==> src/rtl/sat_pkg.sv <==
// ============================================================================
// Module      : sat_pkg
// Description : Shared types and default widths for the SAT core and its
//               unloader. Holds the unload item-kind enum, the unloader
//               state encoding and a small constant-function helper.
// Revision    : 1.0 - initial release
// ============================================================================
`default_nettype none

package sat_pkg;

  // Default widths shared with sat_engine
  localparam int c_NUM_CLAUSES      = 8;
  localparam int c_NUM_VARS         = 8;
  localparam int c_NUM_LVLS         = 8;
  localparam int c_WIDTH_LVL        = 16;
  localparam int c_WIDTH_VAR_STATES = 19;
  localparam int c_WIDTH_LVL_STATES = 16;

  // Kind tag carried with every unloaded item
  typedef enum logic [1:0] {
    CLAUSE = 2'd0,
    VAR    = 2'd1,
    LVL    = 2'd2
  } unload_kind_e;

  // Unloader state encoding (kept as plain constants for legacy users)
  localparam logic [2:0] c_ST_IDLE    = 3'd0;
  localparam logic [2:0] c_ST_SNAP    = 3'd1;
  localparam logic [2:0] c_ST_CL_REQ  = 3'd2;
  localparam logic [2:0] c_ST_CL_CAP  = 3'd3;
  localparam logic [2:0] c_ST_CL_SEND = 3'd4;
  localparam logic [2:0] c_ST_VS_SEND = 3'd5;
  localparam logic [2:0] c_ST_LS_SEND = 3'd6;
  localparam logic [2:0] c_ST_DONE    = 3'd7;

  typedef enum logic [2:0] {
    ST_IDLE    = c_ST_IDLE,
    ST_SNAP    = c_ST_SNAP,
    ST_CL_REQ  = c_ST_CL_REQ,
    ST_CL_CAP  = c_ST_CL_CAP,
    ST_CL_SEND = c_ST_CL_SEND,
    ST_VS_SEND = c_ST_VS_SEND,
    ST_LS_SEND = c_ST_LS_SEND,
    ST_DONE    = c_ST_DONE
  } unload_state_e;

  // Largest of three sizes; used to size the shared index counter
  function automatic int max3(input int a, input int b, input int c);
    int m;
    m = (a > b) ? a : b;
    return (m > c) ? m : c;
  endfunction

endpackage : sat_pkg

`default_nettype wire

==> src/rtl/core_unload_oreg.sv <==
// ============================================================================
// Module      : core_unload_oreg
// Description : Output item register of the core unloader. Loads the next
//               item every cycle except while an offered item is stalled
//               (valid high, ready low), so the presented item is held
//               stable until the sink accepts it.
// Ports       : clk, rst          - clock, async active-high reset
//               out_ready_i       - sink ready
//               nxt_*_i           - item to present on the following cycle
//               out_*_o           - registered item seen by the sink
// Revision    : 1.0 - initial release
// ============================================================================
`default_nettype none

module core_unload_oreg
  import sat_pkg::*;
#(
  parameter int IDX_W  = 3,
  parameter int DATA_W = 19,
  parameter int BIN_W  = 16
) (
  input  logic              clk,
  input  logic              rst,
  input  logic              out_ready_i,
  input  logic              nxt_valid_i,
  input  unload_kind_e      nxt_kind_i,
  input  logic [IDX_W-1:0]  nxt_idx_i,
  input  logic [DATA_W-1:0] nxt_data_i,
  input  logic [BIN_W-1:0]  nxt_bin_i,
  output logic              out_valid_o,
  output logic [1:0]        out_kind_o,
  output logic [IDX_W-1:0]  out_idx_o,
  output logic [DATA_W-1:0] out_data_o,
  output logic [BIN_W-1:0]  out_bin_o
);

  logic w_hold;

  assign w_hold = out_valid_o & ~out_ready_i;

  always_ff @(posedge clk or posedge rst) begin
    if (rst) begin
      out_valid_o <= 1'b0;
      out_kind_o  <= '0;
      out_idx_o   <= '0;
      out_data_o  <= '0;
      out_bin_o   <= '0;
    end else if (!w_hold) begin
      out_valid_o <= nxt_valid_i;
      out_kind_o  <= nxt_kind_i;
      out_idx_o   <= nxt_idx_i;
      out_data_o  <= nxt_data_i;
      out_bin_o   <= nxt_bin_i;
    end
  end

endmodule : core_unload_oreg

`default_nettype wire

==> src/rtl/core_unloader.sv <==
// ============================================================================
// Module      : core_unloader
// Description : Streams the contents of a SAT core out over a valid/ready
//               port: every clause-array row (read through a one-hot strobe
//               with 1-cycle latency), then a snapshot of the var-state list,
//               then a snapshot of the level-state list, each ascending by
//               index and tagged with the bin number latched at start.
// Ports       : clk, rst            - clock, async active-high reset
//               start_unload_i      - start request (ignored while busy)
//               done_core_i         - core done pulse (auto-start option)
//               cur_bin_num_i       - bin number latched at start
//               rd_carray_o/clause_i- clause row read strobe / row data
//               vars_states_i       - var-state list (snapshotted)
//               lvl_states_i        - level-state list (snapshotted)
//               out_*               - item stream (valid/ready)
//               busy_o, done_unload_o - status
// Build macro : CORE_UNLOAD_AUTO_EN - when defined, done_core_i in IDLE also
//               starts an unload.
// Revision    : 1.0 - initial release
// ============================================================================
`default_nettype none

module core_unloader
  import sat_pkg::*;
#(
  parameter int NUM_CLAUSES      = c_NUM_CLAUSES,
  parameter int NUM_VARS         = c_NUM_VARS,
  parameter int NUM_LVLS         = c_NUM_LVLS,
  parameter int WIDTH_LVL        = c_WIDTH_LVL,
  parameter int WIDTH_VAR_STATES = c_WIDTH_VAR_STATES,
  parameter int WIDTH_LVL_STATES = c_WIDTH_LVL_STATES
) (
  input  logic                               clk,
  input  logic                               rst,
  input  logic                               start_unload_i,
  input  logic                               done_core_i,
  input  logic [WIDTH_LVL-1:0]               cur_bin_num_i,
  output logic [NUM_CLAUSES-1:0]             rd_carray_o,
  input  logic [NUM_VARS*2-1:0]              clause_i,
  input  logic [WIDTH_VAR_STATES*NUM_VARS-1:0] vars_states_i,
  input  logic [WIDTH_LVL_STATES*NUM_LVLS-1:0] lvl_states_i,
  output logic                               out_valid_o,
  input  logic                               out_ready_i,
  output logic [1:0]                         out_kind_o,
  output logic [$clog2(NUM_CLAUSES)-1:0]     out_idx_o,
  output logic [WIDTH_LVL-1:0]               out_bin_o,
  output logic [WIDTH_VAR_STATES-1:0]        out_data_o,
  output logic                               busy_o,
  output logic                               done_unload_o
);

  // One counter serves all three phases, so it is sized for the largest.
  // The reported index is NUM_CLAUSES wide; list sizes are expected not to
  // exceed NUM_CLAUSES.
  localparam int IW = $clog2(max3(NUM_CLAUSES, NUM_VARS, NUM_LVLS));
  localparam int OW = $clog2(NUM_CLAUSES);
  localparam int VW = $clog2(NUM_VARS);
  localparam int LW = $clog2(NUM_LVLS);

  localparam logic [IW-1:0] c_LAST_CL = IW'(NUM_CLAUSES - 1);
  localparam logic [IW-1:0] c_LAST_VS = IW'(NUM_VARS - 1);
  localparam logic [IW-1:0] c_LAST_LS = IW'(NUM_LVLS - 1);

  unload_state_e r_state, w_state_nxt;
  logic [IW-1:0] r_idx, w_idx_nxt;

  logic [WIDTH_VAR_STATES*NUM_VARS-1:0] r_vs_snap;
  logic [WIDTH_LVL_STATES*NUM_LVLS-1:0] r_ls_snap;

  logic                        w_start;
  logic                        w_xfer;
  logic                        w_nxt_valid;
  unload_kind_e                w_nxt_kind;
  logic [WIDTH_VAR_STATES-1:0] w_nxt_data;
  logic [WIDTH_LVL-1:0]        w_bin_nxt;
  logic [VW-1:0]               w_vidx;
  logic [LW-1:0]               w_lidx;

`ifdef CORE_UNLOAD_AUTO_EN
  assign w_start = start_unload_i | done_core_i;
`else
  logic w_unused_done_core;
  assign w_start            = start_unload_i;
  assign w_unused_done_core = done_core_i;
`endif

  assign w_xfer        = out_valid_o & out_ready_i;
  assign busy_o        = (r_state != ST_IDLE);
  assign done_unload_o = (r_state == ST_DONE);
  assign rd_carray_o   = (r_state == ST_CL_REQ) ? (NUM_CLAUSES'(1) << r_idx) : '0;

  // --------------------------------------------------------------------------
  // State / index sequencing
  // --------------------------------------------------------------------------
  always_comb begin
    w_state_nxt = r_state;
    w_idx_nxt   = r_idx;
    case (r_state)
      ST_IDLE: begin
        if (w_start) begin
          w_state_nxt = ST_SNAP;
          w_idx_nxt   = '0;
        end
      end
      ST_SNAP:   w_state_nxt = ST_CL_REQ;
      ST_CL_REQ: w_state_nxt = ST_CL_CAP;
      ST_CL_CAP: w_state_nxt = ST_CL_SEND;
      ST_CL_SEND: begin
        if (w_xfer) begin
          if (r_idx == c_LAST_CL) begin
            w_idx_nxt   = '0;
            w_state_nxt = ST_VS_SEND;
          end else begin
            w_idx_nxt   = r_idx + IW'(1);
            w_state_nxt = ST_CL_REQ;
          end
        end
      end
      ST_VS_SEND: begin
        if (w_xfer) begin
          if (r_idx == c_LAST_VS) begin
            w_idx_nxt   = '0;
            w_state_nxt = ST_LS_SEND;
          end else begin
            w_idx_nxt   = r_idx + IW'(1);
          end
        end
      end
      ST_LS_SEND: begin
        if (w_xfer) begin
          if (r_idx == c_LAST_LS) begin
            w_idx_nxt   = '0;
            w_state_nxt = ST_DONE;
          end else begin
            w_idx_nxt   = r_idx + IW'(1);
          end
        end
      end
      ST_DONE:  w_state_nxt = ST_IDLE;
      default:  w_state_nxt = ST_IDLE;
    endcase
  end

  always_ff @(posedge clk or posedge rst) begin
    if (rst) begin
      r_state   <= ST_IDLE;
      r_idx     <= '0;
      r_vs_snap <= '0;
      r_ls_snap <= '0;
    end else begin
      r_state <= w_state_nxt;
      r_idx   <= w_idx_nxt;
      if (r_state == ST_SNAP) begin
        r_vs_snap <= vars_states_i;
        r_ls_snap <= lvl_states_i;
      end
    end
  end

  // --------------------------------------------------------------------------
  // Next item, built from the next state so the output register presents it
  // in the cycle the FSM enters a send state. In CL_CAP the next state is
  // CL_SEND, so loading clause_i here is the 1-cycle-latency row capture.
  // --------------------------------------------------------------------------
  assign w_vidx = w_idx_nxt[VW-1:0];
  assign w_lidx = w_idx_nxt[LW-1:0];

  always_comb begin
    w_nxt_valid = 1'b0;
    w_nxt_kind  = CLAUSE;
    w_nxt_data  = '0;
    case (w_state_nxt)
      ST_CL_SEND: begin
        w_nxt_valid = 1'b1;
        w_nxt_kind  = CLAUSE;
        w_nxt_data  = WIDTH_VAR_STATES'(clause_i);
      end
      ST_VS_SEND: begin
        w_nxt_valid = 1'b1;
        w_nxt_kind  = VAR;
        w_nxt_data  = r_vs_snap[int'(w_vidx)*WIDTH_VAR_STATES +: WIDTH_VAR_STATES];
      end
      ST_LS_SEND: begin
        w_nxt_valid = 1'b1;
        w_nxt_kind  = LVL;
        w_nxt_data  = WIDTH_VAR_STATES'(r_ls_snap[int'(w_lidx)*WIDTH_LVL_STATES +: WIDTH_LVL_STATES]);
      end
      default: begin
        w_nxt_valid = 1'b0;
      end
    endcase
  end

  // Bin number is captured only when an unload is accepted in IDLE
  assign w_bin_nxt = ((r_state == ST_IDLE) && w_start) ? cur_bin_num_i : out_bin_o;

  core_unload_oreg #(
    .IDX_W  (OW),
    .DATA_W (WIDTH_VAR_STATES),
    .BIN_W  (WIDTH_LVL)
  ) u_oreg (
    .clk         (clk),
    .rst         (rst),
    .out_ready_i (out_ready_i),
    .nxt_valid_i (w_nxt_valid),
    .nxt_kind_i  (w_nxt_kind),
    .nxt_idx_i   (w_idx_nxt[OW-1:0]),
    .nxt_data_i  (w_nxt_data),
    .nxt_bin_i   (w_bin_nxt),
    .out_valid_o (out_valid_o),
    .out_kind_o  (out_kind_o),
    .out_idx_o   (out_idx_o),
    .out_data_o  (out_data_o),
    .out_bin_o   (out_bin_o)
  );

endmodule : core_unloader

`default_nettype wire
==> config.mk <==
export PLATFORM = sky130hd
export DESIGN_NAME = core_unloader
export DESIGN_NICKNAME = d
export VERILOG_FILES = /design/src/rtl/sat_pkg.sv /design/src/rtl/core_unload_oreg.sv /design/src/rtl/core_unloader.sv
export SDC_FILE = /design/constraint.sdc
export NUM_CORES = 1
export LEC_CHECK = 0
export ABC_AREA = 1
export CAP_MARGIN = 0
export CORE_MARGIN = 5
export CORE_UTILIZATION = 30
export DETAILED_ROUTE_END_ITERATION = 6
export SLEW_MARGIN = 20
export SYNTH_ARGS = -nofsm -noshare
export SYNTH_HDL_FRONTEND = slang
export SYNTH_SLANG_ARGS = --single-unit
export TNS_END_PERCENT = 20
==> constraint.sdc <==
create_clock -name clk -period 10.1 [get_ports clk]
set_clock_uncertainty 0.1 [all_clocks]
set_input_delay 1.01 -clock clk [delete_from_list [all_inputs] [get_ports clk]]
set_output_delay 1.01 -clock clk [all_outputs]
set_load 0.02 [all_outputs]
==> flow_summary.toml, run 1 <==
[run_status]
outcome = "finished, final reports clean"

[timing]
setup_total_negative_slack_ps = 0
worst_slew_margin_rel_pct = 25.6
fin_crit_sh_pct = 42.3
slew_violations = 0
fmax_mhz = 234
timing_worst_slew_pin_value_ps = 1120
fin_hold_ws_ps = 383
timing_hold_violations_final = 0
final.min_clock_period_ps = 4270
grt_setup_unrepaired = "no"
report.final.setup_viol = 0

[grt]
maximum_number_of_pins_on_one_net_before_global_route_repair = 168
grt-ovfl-total = 0
grt_antenna_before_repair = 8
grt_pass1_vias = 14700
wire_length_of_the_first_global_routing_pass_um = 87300
global_route_usage_over_all_layers_pct = 19.6

[drt]
post-route-drc-count = 0
antenna_violating_nets_post_route = 0
drtPass1Iterations = 6
finalWirelength_um = 58500
avgRoutedWirePerCell_um = 19.4
routed-via-count = 14500
initialDrtViolationCount = 1065
routed_via_density = 4.81

[critical_path]
worstSetupStartpointType = "input pin"
worstPathMaxFanout = 35
worstPathRequired_ps = 10420
critical_path_class = "in2reg"
critPathArrivalTime_ps = 4590
critical_path.endpoint_type = "register"

[cells_and_area]
finalCoreUtilization_pct = 40.6
layout.filler_cells = 5354
commonest_non_fill_non_tap_cells_in_the_layout = "389 x sky130_fd_sc_hd__nand3_1, 366 x sky130_fd_sc_hd__clkdlybuf4s50_1, 327 x sky130_fd_sc_hd__dfrtp_1"
final_layout_size_suffix_gt1_share_pct = 6.40
fin_nets = 2627
area_growth_pct = 34.0
mostFrequentLayoutCell = "sky130_fd_sc_hd__nand3_1"

[pwr]
p_leak_nw = 10.2
power.internal_w = 0.00403
switchingPower_w = 0.00334
max-vdd-ir-drop_v = 0.000207
comb_power_share_pct = 51.4
powerDensity_nw_per_um2 = 345
seq_power_share_pct = 29.6
clock_power_share_pct = 19.0
power.share.switching_pct = 45.3

[logic_synthesis]
synthesis.nets = 2337
netlist.area_leader.share_pct = 51.4
yosys_warnings = 0
synth.distinct_cells = 27
yosysSeqAreaShare_pct = 51.4
gate_count_post_synth = 2013
yosys.area.top_type = "sky130_fd_sc_hd__dfrtp_1"
synth_seq_cells = 327
post_synth.cell_area_avg_sq_um = 7.91
synth_top_cells_by_area = "sky130_fd_sc_hd__dfrtp_1 51%, sky130_fd_sc_hd__nand3_1 12%, sky130_fd_sc_hd__a21oi_1 8.5%"
synth.cell_area_sq_um = 15900

[die]
horizontal_extent_of_the_die_um = 240
chipHeight_um = 240
die-area_sq_um = 57800
initial_core_util_pct = 30.3
placeable_core_region_sq_um = 52600
placementRows = 84
io_pins = 368

[cts]
cts_hold_repair.buffers = 0
tritoncts = "built"
cts.clk_slew.worst_paths_ps = 50
clock_tree.root_cell = "sky130_fd_sc_hd__clkbuf_16"
insertion_delay_ps = 560
numClockSinks = 327
post_cts_setup_driven_buffer_insertion_count = 0
cts.repair.resized = 0
cts-buffers-inserted = 39
clk_path_buf_depth = 3
cts_max_level = 2

[run]
max_cap_viol = 0

[placed_design]
gpl.final_weighted_congestion = 0.827
dpl.hpwl_um = 41100
io_buffer_count = 366

[hold_path]
min-delay-path-class = "reg2reg"
-- metrics by stage --
step | total power [W] | setup WS [ps] | instance area, sq um | instances
2_1_floorplan | 0.00465 | 4630 | 15900 | 2013
3_3_place_gp | 0.00594 | 5260 | 20100 | 2950
3_5_place_dp | 0.00602 | 5180 | 20100 | 2950
4_1_cts | 0.00746 | 5780 | 21300 | 3015
5_1_grt | 0.00794 | 5410 | 21400 | 3022
6_report | 0.00737 | 5830 | 21400 | 3022
-- final cells by class --
class,instances,area (sq um),area share (%)
Clock inverter,12,104,0.486
Inverter,317,1190,5.59
Sequential cell,327,8180,38.3
Clock buffer,53,1160,5.44
Tap cell,688,861,4.03
Antenna cell,7,17.5,0.0820
Timing Repair Buffer,381,3800,17.8
Multi-Input combinational cell,1237,6030,28.2
-- worst max-delay path: stages --
cell,delay [ps]
sky130_fd_sc_hd__clkdlybuf4s50_1,440
sky130_fd_sc_hd__nor2_1,680
sky130_fd_sc_hd__clkinv_1,1030
sky130_fd_sc_hd__nand4_1,990
sky130_fd_sc_hd__mux2_2,420
-- power by group through the flow --
stage	registers (W)	logic [W]	clock network (W)
after floorplan	0.00225	0.00241	0
after global placement	0.00218	0.00376	0
after detailed placement	0.00220	0.00382	0
after CTS	0.00218	0.00383	0.00145
after global routing	0.00224	0.00420	0.00150
final	0.00218	0.00379	0.00140
-- routing by layer --
metal  global-route usage [%]  up-vias  share of wire, %  wire length (um)
met5                        0        -                 0                 0
met4                     6.38        0               3.0              1730
met3                     3.48       84               5.4              3160
met2                     31.0      426                47             27400
met1                     27.3     7049                45             26300
li1                         -     6978                 -                 -
-- registers in the layout, summed over array words and instances (netlist names) --
signal and cells:
u_oreg.out_valid_o 1, r_vs_snap 152, r_state 3, u_oreg.out_data_o 19
u_oreg.out_bin_o 16, r_ls_snap 128, r_idx 3, u_oreg.out_kind_o 2
u_oreg.out_idx_o 3
-- Yosys cell counts, drive strengths merged --
master  instances
clkinv          1
clkbuf         74
o211ai          1
nand4           2
a21oi         272
mux2           36
nand2         204
nor2          273
nand3         390
o21ai          21
inv           316
dfrtp         327
nor3            6
or2            16
nand3b          9
ha              7
buf            58
-- cells by family after synthesis --
logic type / share of synthesized area (%)
and+or+nand+nor: 25.0
buffers and inverters: 11.1
DFF: 51.4
AOI/OAI and AO/OA: 9.35
muxes: 2.54
adders and majority gates: 0.550
-- path summary, 6_finish.rpt --
| path | startpoint | to | slack (ps) | cells past startpoint |
|---|---|---|---|---|
| worst min register to register | u_oreg.out_kind_o[0]$_DFFE_PP0N_ | u_oreg.out_kind_o[0]$_DFFE_PP0N_ | 380 | 2 |
| worst max register to register | r_state[1]$_DFF_PP0_ | u_oreg.out_data_o[1]$_DFFE_PP0N_ | 6080 | 13 |
| worst max-delay path | out_ready_i | u_oreg.out_bin_o[7]$_DFFE_PP0P_ | 5830 | 5 |
| max in group asynchronous | rst | r_vs_snap[150]$_DFFE_PP0P_ | 7510 | 4 |
| worst min-delay path | u_oreg.out_kind_o[0]$_DFFE_PP0N_ | u_oreg.out_kind_o[0]$_DFFE_PP0N_ | 380 | 2 |
| min in group asynchronous | rst | r_ls_snap[117]$_DFFE_PP0P_ | 820 | 3 |
(Power assumes the default switching activity.)
==> run 2: changes to the inputs <==
==> constraint.sdc (replaced) <==
create_clock -name clk -period 4.5 [get_ports clk]
set_clock_uncertainty 0.1 [all_clocks]
set_input_delay 0.45 -clock clk [delete_from_list [all_inputs] [get_ports clk]]
set_output_delay 0.45 -clock clk [all_outputs]
set_load 0.02 [all_outputs]
==> run 2 against run 1 <==
  * Clock-buffer cell count up 2
  * Sequential power is 120% higher
  * Routed wire length is 0.23% lower
  * Cell count increased by 0.26%
  * Worst hold slack lost 220 ps
  * Clock power rose by 130%
  * Power is 130% higher
  * Critical path type is now reg2reg
  * Highest routed layer is now met5
==> flow_summary.toml, run 2 (same netlist as run 1, synthesis figures left out) <==
[run_status]
outcome = "finished, final reports clean"

[cells_and_area]
regMostFlops = "r_vs_snap"
largest_registers = "r_vs_snap: 152 flops, r_ls_snap: 128 flops, u_oreg.out_data_o: 19 flops"
final_instance_count_without_filler_cells = 3030
area_growth_pct = 35.1
multiInputGateArea_sq_um = 6030
fin_nets = 2631
mostFrequentLayoutCell = "sky130_fd_sc_hd__nand3_1"
layout.filler_cells = 5401
fin_area_sq_um = 21500
commonest_non_fill_non_tap_cells_in_the_layout = "389 x sky130_fd_sc_hd__nand3_1, 366 x sky130_fd_sc_hd__clkdlybuf4s50_1, 327 x sky130_fd_sc_hd__dfrtp_1"
final_layout_size_suffix_gt1_share_pct = 6.59
largest_register_ff_count = 152
register_area_sq_um = 8180

[cts]
cts_max_level = 2
cts-buffers-inserted = 39
insertion_delay_ps = 570
clk_path_buf_depth = 3
numClockSinks = 327
cts.repair.resized = 0
cts_hold_repair.buffers = 0
clock_tree.root_cell = "sky130_fd_sc_hd__clkbuf_16"
tritoncts = "built"
cts.clk_slew.worst_paths_ps = 60
post_cts_setup_driven_buffer_insertion_count = 0

[die]
io_pins = 368
placeable_core_region_sq_um = 52600
die-area_sq_um = 57800
chipHeight_um = 240
horizontal_extent_of_the_die_um = 240
initial_core_util_pct = 30.3
placementRows = 84

[grt]
busiest_layer = "met2"
grt.met1_usage_pct = 26.8
wire_length_of_the_first_global_routing_pass_um = 86800
grt_use_met3_pct = 3.96
grt-ovfl-total = 0
global_route_usage_over_all_layers_pct = 19.6
maximum_number_of_pins_on_one_net_before_global_route_repair = 227
grt_antenna_before_repair = 7
grt_use_met2_pct = 31.5
grt_pass1_vias = 14700

[pwr]
p_leak_nw = 10.3
seq_power_share_pct = 29.1
power.internal_w = 0.00925
max-vdd-ir-drop_v = 0.000378
powerDensity_nw_per_um2 = 780
power.share.switching_pct = 44.9
switchingPower_w = 0.00753
clock_power_share_pct = 19.3
comb_power_share_pct = 51.6

[timing]
final_critical_path_setup_slack_ps = 1340
timing_hold_violations_final = 0
slew_violations = 0
report.final.setup_viol = 0
fin_hold_ws_ps = 168
fmax_mhz = 316
final.min_clock_period_ps = 3160
timing_worst_slew_pin_value_ps = 981
fin_crit_sh_pct = 70.3
grt_setup_unrepaired = "no"
worst_slew_margin_rel_pct = 34.6
setup_total_negative_slack_ps = 0

[drt]
routed_via_density = 4.80
drtPass1Iterations = 6
antenna_violating_nets_post_route = 0
post-route-drc-count = 0
avgRoutedWirePerCell_um = 19.3
finalWirelength_um = 58400
initialDrtViolationCount = 1212
routed-via-count = 14500

[placed_design]
io_buffer_count = 366
dpl.hpwl_um = 41400
place.detailed.instances = 2954
gpl.final_weighted_congestion = 0.830
dpl_cell_area_sq_um = 20200
pre_cts_slack_ps = 1120

[critical_path]
critPathArrivalTime_ps = 3530
worstPathRequired_ps = 4870
r2r_end = "u_oreg.out_data_o[10]$_DFFE_PP0N_"
critical_path.endpoint_type = "register"
ff2ff_setup_slack_ps = 1340
worstSetupStartpointType = "register"
worstRegToRegCells = 15
critical_path_class = "reg2reg"
worstPathMaxFanout = 63
reg2reg_from = "r_idx[1]$_DFF_PP0_"

[run]
max_cap_viol = 0

[hold_path]
min-delay-path-class = "in2async"
-- run 2: cell types whose count changed in the layout (fill, tap and decap cells not counted), sizes merged --
cell,delta
buf,+4
clkinv,+3
bufinv,+2
clkbuf,+2
clkinvlp,-2
diode,-1
-- run 2: how the worst max path moves through the flow --
stage / start / end / slack, ps / cells past startpoint
2_1_floorplan: rst / r_idx[0]$_DFF_PP0_ / -410 / 1
3_3_place_gp: out_ready_i / u_oreg.out_data_o[1]$_DFFE_PP0N_ / 1220 / 13
3_5_place_dp: out_ready_i / u_oreg.out_data_o[10]$_DFFE_PP0N_ / 1120 / 13
4_1_cts: r_idx[1]$_DFF_PP0_ / u_oreg.out_data_o[3]$_DFFE_PP0N_ / 1280 / 15
5_1_grt: r_idx[1]$_DFF_PP0_ / u_oreg.out_data_o[2]$_DFFE_PP0N_ / 1080 / 15
6_report: r_idx[1]$_DFF_PP0_ / u_oreg.out_data_o[10]$_DFFE_PP0N_ / 1340 / 15
-- run 2: through the flow --
| step | power (W) | util, % |
|---|---|---|
| 6_report | 0.0168 | 41.0 |
| 5_1_grt | 0.0181 | 41.0 |
| 4_1_cts | 0.0170 | 40.9 |
| 3_5_place_dp | 0.0137 | 38.4 |
| 3_3_place_gp | 0.0135 | 38.4 |
| 2_1_floorplan | 0.0104 | - |
-- run 2: cell type report --
class | instances | area share [%]
Clock buffer | 55 | 5.28
Tap cell | 688 | 4.00
Multi-Input combinational cell | 1237 | 28.0
Antenna cell | 6 | 0.0698
Sequential cell | 327 | 38.0
Timing Repair Buffer | 385 | 18.3
Clock inverter | 15 | 0.814
Inverter | 317 | 5.55
-- run 2: routing by layer --
| metal | up-vias | routed length, um |
|---|---|---|
| met4 | 2 | 1670 |
| li1 | 6987 | - |
| met2 | 461 | 27300 |
| met1 | 6994 | 25700 |
| met5 | - | 13 |
| met3 | 98 | 3710 |
-- run 2: power by group through the flow --
stage	Sequential, W	Combinational, W	Clock (W)
after global routing	0.00502	0.00961	0.00345
after global placement	0.00488	0.00858	0
after CTS	0.00488	0.00876	0.00333
after detailed placement	0.00493	0.00873	0
final	0.00488	0.00866	0.00324
after floorplan	0.00504	0.00540	0
-- run 2: critical path, stage by stage (launching register included) --
cell	delay, ps
sky130_fd_sc_hd__dfrtp_1	470
sky130_fd_sc_hd__ha_1	260
sky130_fd_sc_hd__ha_1	210
sky130_fd_sc_hd__inv_1	50
sky130_fd_sc_hd__nand2_1	40
sky130_fd_sc_hd__nand2_1	70
sky130_fd_sc_hd__nand3b_1	240
sky130_fd_sc_hd__nand2_8	430
sky130_fd_sc_hd__buf_12	310
sky130_fd_sc_hd__nand2_1	80
sky130_fd_sc_hd__nand3_1	120
sky130_fd_sc_hd__nand3_1	280
sky130_fd_sc_hd__nand3_1	170
sky130_fd_sc_hd__nand3_1	90
sky130_fd_sc_hd__nand2_1	70
sky130_fd_sc_hd__inv_1	30
